File: src/rtl/fifo_uart_tx.sv
// UART transmitter draining the async FIFO read port in the r_clk domain.
// Optional parity bit compiled in with `define UART_TX_PARITY_EN.
module fifo_uart_tx #(
  parameter int f_width      = 8,
  parameter int CLKS_PER_BIT = 16,
  parameter int STOP_BITS    = 1,
  parameter bit PARITY_ODD   = 1'b0
) (
  input  logic               r_clk,
  input  logic               reset_n,
  input  logic               tx_en,
  input  logic               f_empty_flag,
  input  logic [f_width-1:0] d_out,
  output logic               r_en,
  output logic               tx,
  output logic               busy,
  output logic               tx_done
);

  localparam int CW = $clog2(CLKS_PER_BIT);
  localparam int BW = $clog2(f_width + 1);
  localparam logic [CW-1:0] RELOAD = CW'(CLKS_PER_BIT - 1);
  localparam logic [BW-1:0] LAST_D = BW'(f_width - 1);
  localparam logic [BW-1:0] LAST_S = BW'(STOP_BITS - 1);

`ifdef UART_TX_PARITY_EN
  localparam bit HAS_PAR = 1'b1;
`else
  localparam bit HAS_PAR = 1'b0;
`endif

  typedef enum logic [2:0] {
    IDLE, FETCH, LOAD, START, DATA, PARITY, STOP
  } state_t;

  state_t state, nxt;

  logic [CW-1:0]      baud;
  logic [BW-1:0]      bits;
  logic [f_width-1:0] shreg, shreg_n;
  logic               par;
  logic               tick, last_d, last_s;
  logic               tx_n, r_en_n, busy_n, done_n;

  assign tick   = (baud == '0);
  assign last_d = (bits == LAST_D);
  assign last_s = (bits == LAST_S);

  always_ff @(posedge r_clk or negedge reset_n) begin
    if (!reset_n) state <= IDLE;
    else          state <= nxt;
  end

  always_comb begin
    nxt = state;
    unique case (state)
      IDLE:    if (tx_en && !f_empty_flag) nxt = FETCH;
      FETCH:   nxt = LOAD;
      LOAD:    nxt = START;
      START:   if (tick) nxt = DATA;
      DATA:    if (tick && last_d) nxt = HAS_PAR ? PARITY : STOP;
      PARITY:  if (tick) nxt = STOP;
      STOP:    if (tick && last_s) nxt = IDLE;
      default: nxt = IDLE;
    endcase
  end

  // Outputs are computed for the next state so they can be registered.
  always_comb begin
    shreg_n = shreg;
    if (state == DATA && tick) shreg_n = shreg >> 1;
    tx_n = 1'b1;
    unique case (nxt)
      START:   tx_n = 1'b0;
      DATA:    tx_n = shreg_n[0];
      PARITY:  tx_n = par;
      default: tx_n = 1'b1;
    endcase
    r_en_n = (nxt == FETCH);
    busy_n = (nxt != IDLE);
    done_n = (state == STOP) && (nxt == IDLE);
  end

  always_ff @(posedge r_clk or negedge reset_n) begin
    if (!reset_n) begin
      baud  <= '0;
      bits  <= '0;
      shreg <= '0;
      par   <= 1'b0;
    end else if (state == LOAD) begin
      baud  <= RELOAD;
      bits  <= '0;
      shreg <= d_out;
      par   <= ^d_out ^ PARITY_ODD;
    end else if (state inside {START, DATA, PARITY, STOP}) begin
      baud  <= tick ? RELOAD : baud - 1'b1;
      shreg <= shreg_n;
      if (tick && state == DATA) bits <= last_d ? '0 : bits + 1'b1;
      if (tick && state == STOP) bits <= last_s ? '0 : bits + 1'b1;
    end
  end

  always_ff @(posedge r_clk or negedge reset_n) begin
    if (!reset_n) begin
      tx      <= 1'b1;
      r_en    <= 1'b0;
      busy    <= 1'b0;
      tx_done <= 1'b0;
    end else begin
      tx      <= tx_n;
      r_en    <= r_en_n;
      busy    <= busy_n;
      tx_done <= done_n;
    end
  end

endmodule

File: config.mk
export PLATFORM = sky130hd
export DESIGN_NAME = fifo_uart_tx
export DESIGN_NICKNAME = d
export VERILOG_FILES = /design/src/rtl/fifo_uart_tx.sv
export SDC_FILE = /design/constraint.sdc
export NUM_CORES = 1
export LEC_CHECK = 0
export BUFFER_PORTS_ARGS = -buffer_cell sky130_fd_sc_hd__buf_2
export CAP_MARGIN = 20
export CELL_PAD_IN_SITES_DETAIL_PLACEMENT = 1
export CELL_PAD_IN_SITES_GLOBAL_PLACEMENT = 1
export CORE_MARGIN = 5
export CORE_UTILIZATION = 30
export DETAILED_ROUTE_END_ITERATION = 10
export PLACE_DENSITY = 0.61
export SKIP_CTS_REPAIR_TIMING = 1
export SYNTH_ARGS = -nofsm -noshare
export SYNTH_HDL_FRONTEND = slang
export SYNTH_SLANG_ARGS = --single-unit
File: constraint.sdc
create_clock -name r_clk -period 2.9 [get_ports r_clk]
set_input_delay 0.29 -clock r_clk [delete_from_list [all_inputs] [get_ports r_clk]]
set_output_delay 0.29 -clock r_clk [all_outputs]
set_load 0.01 [all_outputs]
==> results of run 1 <==
metal layers:
metal  vias up  global-route usage  wire length (µm)
li1        643                   -                 -
met1       638               0.158              1760
met2        15               0.238              2050
met3         6              0.0195                61
met4         0              0.0515                59
met5         -                   0                 0
stage by stage:
stage,hold slack [ns],util
floorplan,-0.00559,-
global placement,0.314,0.331
detailed placement,0.324,0.331
CTS,0.0159,0.345
global route,0.0395,0.345
finish,0.00170,0.345
power groups by stage:
stage	Sequential (µW)	Clock [µW]	Combinational (µW)
floorplan	358	0	27.3
global placement	359	0	48.2
detailed placement	360	0	50.4
CTS	354	312	50.6
global route	355	331	55.7
finish	354	303	48.9
cell families (layout without fill, tap and decap cells):
kind of cell / Yosys count / count (layout)
simple gates: 59 / 59
compound gates: 47 / 47
flops: 24 / 24
buf+inv: 19 / 29
mux: 13 / 13
xor+xnor: 7 / 7
fa+ha+maj: 3 / 3
final cells by class:
class | count | area, µm²
fill | 604 | 3320
inverter | 7 | 26.3
multi-input combinational | 129 | 866
clock buffer | 3 | 41.3
timing repair buffer | 18 | 97.6
tap | 70 | 87.6
clock inverter | 1 | 30.0
sequential | 24 | 602
state kept, by name, summed over array words and instances, names as in the netlist:
signal   cells
state        3
shreg        8
busy         1
r_en         1
bits         4
par          1
baud         4
tx_done      1
tx           1
final timing paths:
path	start	to	slack [ns]	cells past startpoint
min in group r_clk	d_out[4]	shreg[4]	0.25	3
max reg2reg	baud[0]	busy	0.47	6
max	baud[0]	busy	0.47	6
min reg2reg	shreg[7]	shreg[7]	0.55	2
min	reset_n	shreg[5]	0.002	1
max in group asynchronous	reset_n	bits[2]	2.52	1
synth_stat cells, drive strengths merged, types with 2 or more instances:
| master | n | area (µm²) |
|---|---|---|
| a211oi | 2 | 15.0 |
| a21o | 2 | 15.0 |
| a21oi | 9 | 45.0 |
| a31oi | 3 | 18.8 |
| and3 | 2 | 18.8 |
| and3b | 2 | 17.5 |
| buf | 10 | 58.8 |
| clkbuf | 2 | 7.51 |
| dfrtp | 23 | 576 |
| ha | 3 | 37.5 |
| inv | 7 | 26.3 |
| mux2 | 3 | 37.5 |
| mux2i | 10 | 100 |
| nand2 | 19 | 71.3 |
| nand2b | 4 | 25.0 |
| nand3 | 5 | 25.0 |
| nand4 | 2 | 12.5 |
| nor2 | 8 | 30.0 |
| nor2b | 3 | 18.8 |
| nor3 | 3 | 15.0 |
| nor3b | 3 | 22.5 |
| o21ai | 16 | 80.1 |
| o31ai | 2 | 15.0 |
| xnor2 | 7 | 61.3 |
==> impl_results.md, run 1 <==
- Seq/Total Area, Yosys: 0.386
- Vias/cell: 5.17
- Antenna viol nets, final: 0
- Worst skew pair latency: 0.27 ns
- Crit path cell chain: inv_1 -> ha_1 -> or3b_1 -> mux2_4 -> and3_4 -> or4_4
- Slew headroom: 0.487
- Setup violations, final: 0
- Placed instance count: 248
- Most frequent cells in the layout: dfrtp_1, nand2_1, o21ai_0
- Post-route cell area: 1750 µm²
- Pin slew with the least headroom to its limit: 0.769 ns
- DP Area: 1680 µm²
- Power Total: 706 µW
- Mean post-synth cell area: 9.07 µm²
- Clk pwr share: 0.430
- Highest clock rate: 0.411 GHz
- Largest net degree at the start of global routing: 37
- Routed vias: 1302
- WS Path Type: flop to flop
- Die Ht: 82.1 µm
- Fraction of layout instances using a drive strength above 1: 0.170
- Final Critical Period: 2.43 ns
- Crit end category: flop
- Max-cap violations: 0
- Worst Path Arrival: 2.59 ns
- Layout Nets: 198
- Final worst-path cycle share: 0.839
- CTS H-tree depth: 1
- Reg power frac: 0.501
- Die area: 6740 µm²
- Synth Instances: 172
- Die Wd: 82.1 µm
- CTS Buffer Depth: 2
- Drt wl/cell: 15.6 µm
- Cell internal pwr: 555 µW
- DR iter-0 viols: 53
- Antenna cell count: 0
- Slew Viols, Final: 0
- Synth Register Bits: 24
- Std-Cell Rows: 26
- Synth Net Count: 187
- Initial antenna violation count: 0
- Xor and xnor fraction of the mapped netlist area: 0.0393
- CTS clk-pin slew, worst paths: 0.09 ns
- TritonCTS Buffers: 3
- Unrepaired setup endpoints after global routing: false
- Initial core utilization: 0.307
- # IOs: 16
- Layout Cells excl Fill: 252
- Mapped Area: 1560 µm²
- Switching share of power: 0.214
- GRT Resource Usage Total: 0.133
- Synthesis Warnings: 0
- Gate power share: 0.069
- Worst vdd ir: 0.177 mV
- Synth Area in Simple Gates: 0.209
- Pre-CTS setup slack: 0.479 ns
- CTS sink count: 24
- Commonest non-fill, non-tap cell in the layout: dfrtp_1
- Synth cell types: 50
- Status: complete, no violations
- First-pass GRT wire length: 6870 µm
- Final WL: 3930 µm
- Pwr dens: 403 nW/µm²
- Max incr delay on CP: 0.52 ns
- Slowest CP cell: or3b_1
- EDFF count, synth: 0
- Clock Skews: 0.00230 ns
- CP Max Fanout: 8
- Synth-to-Final Area Change: 12.2%
- CTS root buf: clkbuf_8
- Post-synth ARST share: 1.00
- Top_reg_cell synth: dfrtp_1
- Core area: 5070 µm²
- Largest family of logic cells by synthesized area: simple AND/OR/NAND/NOR gates
- TritonCTS clock tree: yes
- CP Launch Type: flop
- Synth Area in Adders: 0.0241
- Drt first pass iters: 4
- Final setup slack of the worst path: 0.467 ns
- Crit-path leading delay family: simple AND/OR/NAND/NOR gates
- Setup TNS: 0 ns
- Net Sw Power: 151 µW
- PortBufs: 15
- Leak: 0.000716 µW
- GRT overflow: 0
- Sum of buffers and inverters on the critical path: 1
- Worst Path Required: 3.05 ns
- Placer Congestion: 0.798
- Post-synthesis mux area share: 0.0882
- HP Class: input port to asynchronous set/reset pin
- Vias in the first global route: 1462
- Post-detail-place hpwl: 2910 µm
- Residual DRC: 0
- Synth Area in Compound Gates: 0.194
- Final Hold Fails: 0
(Power assumes the default switching activity.)
==> run 2, diff against run 1 <==
--- a/config.mk
+++ b/config.mk
@@ -12,7 +12,7 @@
 export CORE_MARGIN = 5
 export CORE_UTILIZATION = 30
 export DETAILED_ROUTE_END_ITERATION = 10
-export PLACE_DENSITY = 0.61
+export PLACE_DENSITY = 0.63
 export SKIP_CTS_REPAIR_TIMING = 1
 export SYNTH_ARGS = -nofsm -noshare
 export SYNTH_HDL_FRONTEND = slang
==> constraint.sdc (replaced) <==
create_clock -name r_clk -period 2.2 [get_ports r_clk]
set_input_delay 0.22 -clock r_clk [delete_from_list [all_inputs] [get_ports r_clk]]
set_output_delay 0.22 -clock r_clk [all_outputs]
set_load 0.01 [all_outputs]
==> run 2 against run 1 <==
Compared with the run above: total power up 16%; largest power group unchanged; clock-buffer cell count up 1; utilization up 1.4 points; cell count up 4.4%.
==> impl_results.md, run 2 (synthesized netlist as in run 1, its figures left out) <==
- # IOs: 16
- Crit-path leading delay family: simple AND/OR/NAND/NOR gates
- Switching share of power: 0.241
- Routed vias: 1365
- CTS Buffer Depth: 2
- CTS H-tree depth: 1
- CTS root buf: clkbuf_8
- Vias/cell: 5.19
- Commonest non-fill, non-tap cell in the layout: dfrtp_1
- Std-Cell Rows: 26
- Leak: 0.000761 µW
- Vias in the first global route: 1529
- Synth-to-Final Area Change: 16.6%
- CP Max Fanout: 5
- Antenna cell count: 0
- Final worst-path cycle share: 0.957
- Net Sw Power: 197 µW
- Initial core utilization: 0.307
- Pre-CTS setup slack: 0.0490 ns
- Residual DRC: 0
- Highest clock rate: 0.475 GHz
- Fraction of layout instances using a drive strength above 1: 0.223
- Max-cap violations: 0
- WS Path Type: flop to flop
- Unrepaired setup endpoints after global routing: false
- Max incr delay on CP: 0.43 ns
- Top Registers: shreg (8), baud (4), bits (4)
- GRT Resource Usage Total: 0.140
- Power Total: 815 µW
- Crit path cell chain: inv_1 -> ha_2 -> or3b_4 -> mux2_4 -> and3_4 -> or4_4
- Post-detail-place hpwl: 3070 µm
- Worst Path Required: 2.35 ns
- HP Class: input port to flop
- Final setup slack of the worst path: 0.0955 ns
- Placer Congestion: 0.806
- Largest register FFs: 8
- Placed instance count: 258
- CP Launch Type: flop
- Pwr dens: 448 nW/µm²
- Drt wl/cell: 15.6 µm
- Worst Path Arrival: 2.26 ns
- Die area: 6740 µm²
- Most frequent cells in the layout: dfrtp_1, nand2_1, o21ai_0
- Largest net degree at the start of global routing: 25
- Status: complete, no violations
- Worst vdd ir: 0.294 mV
- Die Wd: 82.1 µm
- Layout Nets: 209
- Clk pwr share: 0.347
- Layout Utilization: 0.358
- Layout Cells excl Fill: 263
- Final Critical Period: 2.10 ns
- Pin slew with the least headroom to its limit: 0.574 ns
- FILL cells: 632
- GRT overflow: 0
- TritonCTS clock tree: yes
- Gate power share: 0.081
- Setup TNS: 0 ns
- Antenna viol nets, final: 0
- Register name with the most flops: shreg
- CTS sink count: 24
- Drt first pass iters: 4
- TritonCTS Buffers: 3
- Reg power frac: 0.573
- Slew headroom: 0.618
- First-pass GRT wire length: 7290 µm
- Final Hold Fails: 0
- DR iter-0 viols: 54
- Cell internal pwr: 618 µW
- Core area: 5070 µm²
- Sum of buffers and inverters on the critical path: 1
- R2R Setup Slk: 0.1 ns
- CTS clk-pin slew, worst paths: 0.09 ns
- Initial antenna violation count: 0
- PortBufs: 15
- Clock Skews: 0.00551 ns
- Die Ht: 82.1 µm
- Final WL: 4110 µm
- Slew Viols, Final: 0
- Slowest CP cell: or3b_4
- Setup violations, final: 0
- Worst skew pair latency: 0.27 ns
- Crit end category: flop
==> run 2: changes by cell type in the layout (fill, tap and decap cells not counted), sizes merged <==
| cell | previous run | this run |
|---|---|---|
| buf | 18 | 28 |
| clkbuf | 3 | 4 |
| dlygate4sd3 | 0 | 1 |
| bufinv | 1 | 0 |
==> run 2: power groups by stage <==
stage | clock network, µW | logic [µW] | registers (µW)
floorplan | 0 | 35.9 | 472
global placement | 0 | 63.3 | 474
detailed placement | 0 | 66.5 | 476
CTS | 295 | 66.5 | 467
global route | 309 | 75.0 | 469
finish | 283 | 65.7 | 467
==> run 2: final timing paths <==
check / startpoint / end / depth (start not counted)
worst max-delay path: baud[0] / busy / 6
worst min register to register: shreg[7] / shreg[7] / 2
worst max register to register: baud[0] / busy / 6
worst min-delay path: d_out[3] / shreg[3] / 3
max in group asynchronous: reset_n / tx_done / 2
min in group asynchronous: reset_n / shreg[2] / 2
==> run 2: final cells by class <==
cell class,instances,area [µm²],share of cell area
Multi-Input combinational cell,129,876,0.481
Sequential cell,24,602,0.331
Timing Repair Buffer,29,183,0.100
Tap cell,70,87.6,0.0481
Clock buffer,4,45.0,0.0248
Inverter,7,26.3,0.0144
==> run 2: stage by stage <==
stage / hold WS, ns / cell area, µm²
6_report: 0.174 / 1820
5_1_grt: 0.183 / 1820
4_1_cts: -0.0480 / 1800
3_5_place_dp: 0.257 / 1760
3_3_place_gp: 0.235 / 1760
2_1_floorplan: -0.0756 / 1560
==> run 2: worst reg2reg max path, delay by kind of cell, from the launching register on <==
kind / cells / cell delay [ns]
adder cells (fa/ha/maj): 1 / 0.21
buffers and inverters: 1 / 0.08
flip-flops: 1 / 0.39
multiplexers: 1 / 0.32
AND/OR/NAND/NOR: 3 / 0.98
==> run 2: routing by layer <==
layer,routed length [µm],GRT usage,vias up
li1,-,-,664
met1,1790,0.166,675
met2,2150,0.254,17
met3,81,0.0239,9
met4,90,0.0482,0
met5,0,0,-
